**src/rtl/maxpool2_ctrl.sv**
```systemverilog
// maxpool2_ctrl: 2x2 stride-2 signed max-pool from a sync-read RAM into a pooled RAM.
// Optional macro MAXPOOL_RELU_EN clamps negative results to 0 before writing.
module maxpool2_ctrl #(
  parameter int IN_W     = 8,
  parameter int IN_H     = 8,
  parameter int CHANNELS = 1,
  parameter int DATA_W   = 8,
  parameter int ADDR_W   = 16
) (
  input  logic              clk,
  input  logic              nreset,
  input  logic              en_ctrl,
  output logic [ADDR_W-1:0] r_addr,
  input  logic [DATA_W-1:0] r_data,
  output logic [ADDR_W-1:0] w_addr,
  output logic [DATA_W-1:0] w_data,
  output logic              en_write,
  output logic              busy,
  output logic              finish
);
  typedef enum logic [1:0] {IDLE, RD, WR, DONE} state_t;
  localparam logic [ADDR_W-1:0] W_L   = ADDR_W'(IN_W);
  localparam logic [ADDR_W-1:0] PLANE = ADDR_W'(IN_W * IN_H);
  localparam logic [ADDR_W-1:0] OX_L  = ADDR_W'(IN_W / 2 - 1);
  localparam logic [ADDR_W-1:0] OY_L  = ADDR_W'(IN_H / 2 - 1);
  localparam logic [ADDR_W-1:0] C_L   = ADDR_W'(CHANNELS - 1);
  state_t state;
  logic [1:0] k;
  logic [ADDR_W-1:0] ox, oy, c, nx, ny, nc;
  logic signed [DATA_W-1:0] mx, rd, fin, wv;
  logic [DATA_W-1:0] w_hold;
  logic last_x, last_y, last;
  function automatic logic [ADDR_W-1:0] elem(input logic [ADDR_W-1:0] cc, yy, xx,
                                             input logic [1:0] kk);
    return cc * PLANE + ((yy << 1) + ADDR_W'(kk[1])) * W_L + (xx << 1) + ADDR_W'(kk[0]);
  endfunction
  always_comb begin
    rd = $signed(r_data);
    fin = (rd > mx) ? rd : mx;
`ifdef MAXPOOL_RELU_EN
    wv = fin[DATA_W-1] ? '0 : fin;
`else
    wv = fin;
`endif
    last_x = ox == OX_L;
    last_y = oy == OY_L;
    last = last_x && last_y && c == C_L;
    nx = last_x ? '0 : ox + 1'b1;
    ny = last_x ? (last_y ? '0 : oy + 1'b1) : oy;
    nc = (last_x && last_y) ? c + 1'b1 : c;
  end
  // Element 3 arrives during WR, so the written value is the live fold of r_data.
  assign w_data = (state == WR) ? wv : w_hold;
  assign en_write = (state == WR) && en_ctrl;
  always_ff @(posedge clk or negedge nreset) begin
    if (!nreset) begin
      state <= IDLE;
      k <= '0;
      ox <= '0;
      oy <= '0;
      c <= '0;
      mx <= '0;
      w_hold <= '0;
      r_addr <= '0;
      w_addr <= '0;
      busy <= 1'b0;
      finish <= 1'b0;
    end else if (state != IDLE && !en_ctrl) begin
      state <= IDLE;
      k <= '0;
      ox <= '0;
      oy <= '0;
      c <= '0;
      w_addr <= '0;
      busy <= 1'b0;
      finish <= 1'b0;
    end else begin
      case (state)
        IDLE: if (en_ctrl) begin
          state <= RD;
          k <= '0;
          busy <= 1'b1;
          r_addr <= elem(c, oy, ox, 2'd0);
        end
        RD: begin
          if (k != 2'd0) mx <= (k == 2'd1) ? rd : fin;
          if (k == 2'd3) state <= WR;
          else r_addr <= elem(c, oy, ox, k + 2'd1);
          k <= k + 2'd1;
        end
        WR: begin
          w_hold <= wv;
          if (last) begin
            state <= DONE;
            busy <= 1'b0;
            finish <= 1'b1;
          end else begin
            state <= RD;
            ox <= nx;
            oy <= ny;
            c <= nc;
            w_addr <= w_addr + 1'b1;
            r_addr <= elem(nc, ny, nx, 2'd0);
          end
        end
        DONE: finish <= 1'b1;
        default: state <= IDLE;
      endcase
    end
  end
endmodule

```
**config.mk**
```make
export PLATFORM = sky130hd
export DESIGN_NAME = maxpool2_ctrl
export DESIGN_NICKNAME = d
export VERILOG_FILES = /design/src/rtl/maxpool2_ctrl.sv
export SDC_FILE = /design/constraint.sdc
export NUM_CORES = 1
export LEC_CHECK = 0
export BUFFER_PORTS_ARGS = -buffer_cell sky130_fd_sc_hd__clkbuf_2
export CORE_MARGIN = 3
export CORE_UTILIZATION = 40
export CTS_BUF_LIST = sky130_fd_sc_hd__clkbuf_2 sky130_fd_sc_hd__clkbuf_4 sky130_fd_sc_hd__clkbuf_8
export DETAILED_ROUTE_END_ITERATION = 8
export GPL_TIMING_DRIVEN = 0
export PLACE_DENSITY_LB_ADDON = 0.3
export SYNTH_ARGS = -nofsm -noshare
export SYNTH_HDL_FRONTEND = slang
export SYNTH_SLANG_ARGS = --single-unit
```
**constraint.sdc**
```tcl
create_clock -name clk -period 5.6 [get_ports clk]
set_input_delay 0.28 -clock clk [delete_from_list [all_inputs] [get_ports clk]]
set_output_delay 0.28 -clock clk [all_outputs]
set_load 0.005 [all_outputs]
```
== After elaboration in Yosys (flattened, before gate mapping) ==
Index checks and enable logic that the tools add are counted.

* Register bits: 102
* Word-level logic and storage cells: 106
* Input bits: 11
* Output and inout bits: 43

* Magnitude comparators: 1
* Reduce and logical (&&, ||, !) cells: 26
* Equality and inequality tests: 14
* Add/sub/neg operators: 13
* Muxes and demuxes: 38
* Bitwise logic cells: 1

{| class="wikitable"
|+ Operator list
! cell !! number
|-
| 2-to-1 mux 16 bit || 19
|-
| adder 16 bit || 6
|-
| adder 16 x 1 -> 16 bit (second input constant) || 4
|-
| case mux 16 bit (3 select lines) || 1
|-
| == test 16 x 2 -> 1 bit (second input constant) || 2
|-
| 2-to-1 mux 8 bit || 3
|-
| adder 16 x 1 -> 16 bit || 1
|-
| zero test 16 bit || 1
|-
| AND reduction 3 bit || 5
|-
| adder 13 x 1 -> 13 bit || 1
|-
| 2-to-1 mux 2 bit || 6
|-
| nonzero test 3 bit || 4
|-
| nonzero test 2 bit || 5
|-
| > comparator 8 bit || 1
|-
| == test 2 bit (second input constant) || 3
|-
| != test 2 bit (second input constant) || 3
|-
| != test 3 bit (second input constant) || 2
|-
| case mux 2 bit (3 select lines) || 1
|-
| AND reduction 2 bit || 3
|-
| 2-to-1 mux 1 bit || 5
|-
| AND reduction 5 bit || 1
|-
| == test 2 x 1 -> 1 bit (second input constant) || 2
|-
| logical AND 1 bit || 4
|-
| case mux 1 bit (2 select lines) || 2
|-
| other kinds (8) || 8
|}

== Depth between registers and ports, before layout ==
Gate-level depths: netlist (run 1).

* Depth in word-level cells: 7
* Gate-level depth with buffers: 17
* Depth with buffers taken out: 16

== Worst setup path before layout (run 1) ==
No wires, ideal clock.

* Kind: reg-to-reg
* Start point: reg ox[0]
* End point: reg r_addr[14]
* Period minus slack after synthesis: 3890 ps
* Required time: 5518 ps
* Arrival: 3808 ps
* Path slack: 1710 ps
* Stages on the path, launching flop included: 18
* Path buffers: 1
* Cells stage by stage: dfrtp_1 > ha_1 > nor4b_2 > nand4_1 > buf_2 > nor3b_1 > and3_1 > xnor2_1 > fa_1 > inv_1 > ha_1 > nor3_1 > o2111ai_1 > a31o_2 > a21oi_1 > xnor2_1 > nand3_1 > a31oi_1

* Longest elaborated chain between the ends: 7

{| class="wikitable"
|+ Ends and longest elaborated chain
! what !! RTL line !! text
|-
| start: declaration || 29 || <nowiki>logic [ADDR_W-1:0] ox, oy, c, nx, ny, nc;</nowiki>
|-
| start signal: assignment || 99 || <nowiki>ox <= nx;</nowiki>
|-
| == test 16 x 2 -> 1 bit || 45 || <nowiki>last_x = ox == OX_L;</nowiki>
|-
| logical AND 1 bit || 47, 50 ||
|-
| 2-to-1 mux 16 bit || 50 || <nowiki>nc = (last_x && last_y) ? c + 1'b1 : c;</nowiki>
|-
| adder 16 bit (2 in series) || 35 || <nowiki>return cc * PLANE + ((yy << 1) + ADDR_W'(kk[1])) * W_L + (xx << 1) + ADDR_W'(kk[0]);</nowiki>
|-
| 2-to-1 mux 16 bit || 93 || <nowiki>if (last) begin</nowiki>
|-
| case mux 16 bit (3 select lines) || 78 || <nowiki>case (state)</nowiki>
|-
| end signal: assignment || 83 || <nowiki>r_addr <= elem(c, oy, ox, 2'd0);</nowiki>
|-
| end signal: assignment || 88 || <nowiki>else r_addr <= elem(c, oy, ox, k + 2'd1);</nowiki>
|-
| end signal: assignment || 103 || <nowiki>r_addr <= elem(nc, ny, nx, 2'd0);</nowiki>
|-
| end: declaration || 13 || <nowiki>output logic [ADDR_W-1:0] r_addr,</nowiki>
|}

Several ways; a longest one is shown, not always the timed one. The select of a mux whose other input is x is not followed.
A chain may end at the register's enable or synchronous reset.

== Final worst setup path (run 1) ==
Same ends and word-level chain as after synthesis.

==> metrics.txt, run 1 <==
synthesis-to-finish area growth 10.45%; Clock Tree Buf Depth 2; asr flop ratio synth 100.0%; CTS buffer count 9; main combinational cell family by area after synthesis simple AND/OR/NAND/NOR gates; status finished with violations; Iteration-0 DRC Markers about 480; pwr dens ~340 nW/um^2; Clock Skew approximately 21 ps; via count ~6,800; H-tree depth 3; clk_lat worst skew 410 ps; Ys Warns 0; critical path class flop to flop; final setup fails 0; Post-Synth Adder-Cell Area 12.94%; initial antenna violation count 0; Die Y 144.7 um; top_reg_cell synth dfrtp_1; CTS tree built; Worst IR Drop VDD about 0.27 mV; WP data arrival 5190 ps; HP Class primary input to async pin; Avg WL per Cell 17.30 um; multiplexer area fraction after synthesis 4.014%; post-synthesis net count between 900 and 1,000; Die W about 140 um; layout cell share with drive strength beyond 1 a little under an eighth; Clock Root Buffer clkbuf_8; Post-Route Utilization about 45%; Tightest Pin Transition ~1100 ps; maximum fanout along the worst path 10; WL final between 20 and 25 mm; filler instances roughly 1,900; pin count of the biggest net entering global routing 103; n_diodes 0; CTS Sinks a little over 100; CP required approximately 5900 ps; setup tns final 0 ps; drc violations 0; maximum clock frequency 205.5 MHz; GP Congestion about 0.9; Pins Over Slew Limit 0; first-pass GRT wire length between 30 and 40 mm; Initial Utilization roughly two fifths; CTS clk-pin slew, worst paths 110 ps; leakage about 3.8 nW; Min Hold Slack -53.44 ps; final net count just over 1,000; unrepaired setup endpoints after global routing no; commonest non-fill, non-tap cells in the layout dfrtp_1 (102), nor2_1 (96), nand2_1 (95), o21ai_0 (55), clkbuf_2 (53); Post-CTS Setup Inserts 0; site row count 50; Area after DPL 8298 um^2; Distinct cells, synth 72; average cell area after synthesis between 8 and 9 um^2; Fin. Hold Viols 32; violated checks hold timing; post-route cell area between 8000 and 9000 um^2; Seq/Total Area, Yosys about a third; number of global-route vias before repair approximately 6,400; core area around 19,000 um^2; # hold bufs at CTS 0; nature of the critical path endpoint flop; Reg area roughly 2600 um^2; post_cts resized 0; overall power about 2.9 mW; commonest non-fill, non-tap cell in the layout dfrtp_1; flops & latches, synth around 100; DP HPWL around 16 mm; port bufs 53; total grt overflow 0; ANT nets after route 0; Syn Inst Count slightly below 900; number of synthesized flops with an enable pin 0; area share of and/or/nand/nor cells after synthesis a little over 20%; Startpoint Class flop; Slew HR 25.29%; Synth Area in Compound Gates between 15 and 20%; Ports 54; Initial DRT Pass Iterations 5; Post-Synth XOR/XNOR Area between 7 and 8%; Die ar. roughly 21,000 um^2; Tot GR Track Use around a fifth; final worst-path cycle share between 80% and 90%; area occupied by multi-input gates approximately 4800 um^2; Final min period 4867 ps; Netlist Area Pre-Place ~7700 um^2; drt via density 5.540; max_cap viols 0
[worst paths after layout]
kind,startpoint,endpoint,slack [ps],depth (start not counted)
max reg2reg,ox[0],r_addr[14],730,17
max in group asynchronous,nreset,r_addr[11],5000,1
min reg2reg,w_hold[3],w_hold[3],500,2
min in group clk,r_data[0],mx[0],130,2
max,ox[0],r_addr[14],730,17
min,nreset,oy[8],-50,1
[flip-flops by register name (all words and copies together) (netlist names)]
| signal | count |
|---|---|
| r_addr | 16 |
| k | 2 |
| w_addr | 16 |
| w_hold | 8 |
| ox | 16 |
| state | 2 |
| oy | 16 |
| busy | 1 |
| c | 16 |
| mx | 8 |
| finish | 1 |
[kinds of logic after synthesis]
family / after synthesis
AND/OR/NAND/NOR: 325
AO/OA/AOI/OAI: 204
flip-flops: 102
buffers and inverters: 96
XOR/XNOR: 68
adder cells (fa/ha/maj): 67
multiplexers: 29
[cells in the mapped netlist (20+ instances only)]
| cell type | count | area (um^2) |
|---|---|---|
| nor3_1 | 30 | 150.1 |
| o21ai_0 | 55 | 275.3 |
| a21oi_1 | 47 | 235.2 |
| xnor2_1 | 47 | 411.6 |
| ha_1 | 46 | 575.6 |
| nand3_1 | 28 | 140.1 |
| inv_1 | 48 | 180.2 |
| dfrtp_1 | 102 | 2552 |
| nand2_1 | 95 | 356.6 |
| nor2_1 | 96 | 360.4 |
| xor2_1 | 20 | 175.2 |
| fa_1 | 21 | 420.4 |
| clkbuf_1 | 33 | 123.9 |
[worst max-delay path, cell delays in order, from the launching register on]
cell and delay (ps):
dfrtp_1 460, ha_1 300, nor4b_2 270, nand4_1 240, buf_2 270, nor3b_1 680
and3_1 320, xnor2_1 110, fa_1 530, inv_1 40, ha_1 240, nor3_1 150
o2111ai_1 180, a31o_2 300, a21oi_1 190, xnor2_1 210, nand3_1 120, a31oi_1 180
[power breakdown]
part / leakage, nW / total, mW / internal [mW] / switching (mW)
registers: 1.36 / 1.01 / 0.884 / 0.122
clock network: 0.103 / 0.513 / 0.212 / 0.301
logic: 2.37 / 1.39 / 0.511 / 0.880
[layer usage]
metal  global-route usage [%]  part of all wire [%]
met5                        0                     0
met1                    29.52                    47
met2                    32.24                    45
met4                    5.302                   1.7
met3                    4.206                   5.9
[metrics by stage]
step	cells	setup slack [ps]
2_1_floorplan	891	1710
3_3_place_gp	1204	811.9
3_5_place_dp	1204	778.7
4_1_cts	1220	741.2
5_1_grt	1220	338.4
6_report	1220	733.3
[final cells by class]
cell class                      count  share of cell area (%)
Inverter                           49                   2.163
Clock buffer                        9                   1.457
Buffer                             47                   2.487
Tap cell                          260                   3.826
Multi-Input combinational cell    693                   55.87
Sequential cell                   102                   30.02
Clock inverter                      7                  0.9564
Timing Repair Buffer               53                   3.222
Power figures use the tool's default switching activity.
==> inputs of run 2 (changes only) <==
--- a/config.mk
+++ b/config.mk
@@ -6,12 +6,13 @@
 export NUM_CORES = 1
 export LEC_CHECK = 0
 export BUFFER_PORTS_ARGS = -buffer_cell sky130_fd_sc_hd__clkbuf_2
-export CORE_MARGIN = 3
+export CORE_ASPECT_RATIO = 0.9
 export CORE_UTILIZATION = 40
 export CTS_BUF_LIST = sky130_fd_sc_hd__clkbuf_2 sky130_fd_sc_hd__clkbuf_4 sky130_fd_sc_hd__clkbuf_8
 export DETAILED_ROUTE_END_ITERATION = 8
 export GPL_TIMING_DRIVEN = 0
 export PLACE_DENSITY_LB_ADDON = 0.3
+export RECOVER_POWER = 50
 export SYNTH_ARGS = -nofsm -noshare
 export SYNTH_HDL_FRONTEND = slang
 export SYNTH_SLANG_ARGS = --single-unit
==> run 2 against run 1 <==
The flow finishes with violations (capacitance limit, slew limit). Routed wire length fell by 0.66%. Die area fell by 5.4%. Flip-flop and latch count did not move. First-iteration DRC count rose by 7.9%. Design area fell by 0.47%. Fmax fell by 1.4%. Critical endpoint unchanged.
==> metrics.txt, run 2 (same netlist as run 1, synthesis figures left out) <==
unrepaired setup endpoints after global routing no; max_cap viols 1; core area roughly 19,000 um^2; drt via density 5.627; final worst-path cycle share 88.15%; status finished with violations; Worst IR Drop VDD about 0.23 mV; Clock Tree Buf Depth 2; R2R setup slack ~660 ps; Fin. Hold Viols 0; violated checks capacitance limit, slew limit; pre-CTS setup slack ~800 ps; n_diodes 0; pwr dens 342.8 nW/um^2; # hold bufs at CTS 0; Slew HR -218.2%; Initial Utilization ~41%; Die W around 150 um; Final min period between 4000 and 5000 ps; DP HPWL 15.85 mm; Die ar. a little under 20,000 um^2; leakage between 3 and 4 nW; Startpoint Class flop; final net count between 1,000 and 1,500; post_cts resized 0; HP Class primary input to flop; Tightest Pin Transition 4772 ps; Die Y between 100 and 150 um; worst r2r dst r_addr[14]; layout cell share with drive strength beyond 1 roughly 11%; clk_lat worst skew just over 400 ps; CTS buffer count 9; CTS Sinks ~100; crit path launch ox[7]; pin count of the biggest net entering global routing between 100 and 150; Reg area roughly 2600 um^2; WP data arrival approximately 5300 ps; synthesis-to-finish area growth 9.930%; H-tree depth 3; total grt overflow 0; filler instances between 1,500 and 2,000; ANT nets after route 0; nature of the critical path endpoint flop; critical path class flop to flop; commonest non-fill, non-tap cell in the layout dfrtp_1; CTS tree built; Avg WL per Cell between 15 and 20 um; initial antenna violation count 0; worst reg2reg path startpoint ox[7]; Ports 54; via count 6,781; commonest non-fill, non-tap cells in the layout dfrtp_1 (102), nor2_1 (96), nand2_1 (95), o21ai_0 (55), inv_1 (48); GP Congestion 0.9405; CTS clk-pin slew, worst paths around 120 ps; port bufs between 50 and 60; final setup fails 0; Clock Skew roughly 23 ps; Pins Over Slew Limit 103; maximum clock frequency 202.6 MHz; first-pass GRT wire length about 34 mm; setup tns final 0 ps; WL final roughly 21 mm; post-route setup slack approximately 660 ps; maximum fanout along the worst path 10; Post-CTS Setup Inserts 0; number of global-route vias before repair 6,319; Initial DRT Pass Iterations 7; Iteration-0 DRC Markers between 500 and 600; Clock Root Buffer clkbuf_8; depth of the most critical reg-to-reg path 17; CP required a little under 6000 ps; site row count 47; crit path capture r_addr[14]; drc violations 0; area occupied by multi-input gates between 4000 and 5000 um^2; Tot GR Track Use about 22%
[run 2: layout make-up]
type / instances / area share (%)
flip-flops and latches: 102 / 30.16
clock inverters: 6 / 0.7392
repair buffers: 53 / 3.119
multi-input cells: 693 / 56.14
well taps: 245 / 3.622
clock buffers: 10 / 1.552
plain buffers: 47 / 2.499
inverters: 49 / 2.173
[run 2: per-stage QoR]
step | total power, mW | util (%) | cells | hold slack (ps) | area [um^2]
after global placement | 2.406 | 44.37 | 1189 | 462.1 | 8270
final | 2.901 | 45.40 | 1205 | 132.4 | 8463
after global routing | 3.112 | 45.40 | 1205 | 111.2 | 8463
after floorplan | 1.925 | - | 891 | -15.59 | 7699
after CTS | 2.916 | 45.45 | 1205 | 9.758 | 8473
after detailed placement | 2.417 | 44.41 | 1189 | 457.8 | 8279
[run 2: power by group]
part           switching (mW)  total [mW]  internal [mW]
registers               0.123        1.01          0.884
clock network           0.317       0.497          0.180
logic                   0.891        1.40          0.506
[run 2: worst min-delay path by stage]
| stage | start | endpoint | slack, ps | cells after the start |
|---|---|---|---|---|
| CTS | nreset | c[4] | 10 | 1 |
| floorplan | nreset | busy | -20 | 0 |
| global placement | w_hold[3] | w_hold[3] | 460 | 2 |
| detailed placement | nreset | c[4] | 460 | 1 |
| global route | r_data[7] | mx[7] | 110 | 2 |
| finish | r_data[4] | mx[4] | 130 | 2 |
[run 2: critical path: stages, from the launching register on]
cell	delay [ps]
dfrtp_1	410
clkbuf_1	200
nor4_2	460
nand4_1	310
buf_2	290
nor3b_1	660
and3_1	320
xnor2_1	100
fa_1	520
inv_1	50
ha_1	240
nor3_1	160
o2111ai_1	170
a31o_2	300
a21oi_1	170
xnor2_1	190
nand3_1	120
a31oi_1	180
[run 2: per-layer routing]
metal  global-route usage, %  part of all wire [%]  vias up
li1                        -                     -     3258
met1                   33.26                    49     3272
met2                   31.87                    42      230
met3                   5.205                   7.5       21
met4                   5.269                   1.4        0
met5                       0                     0        -
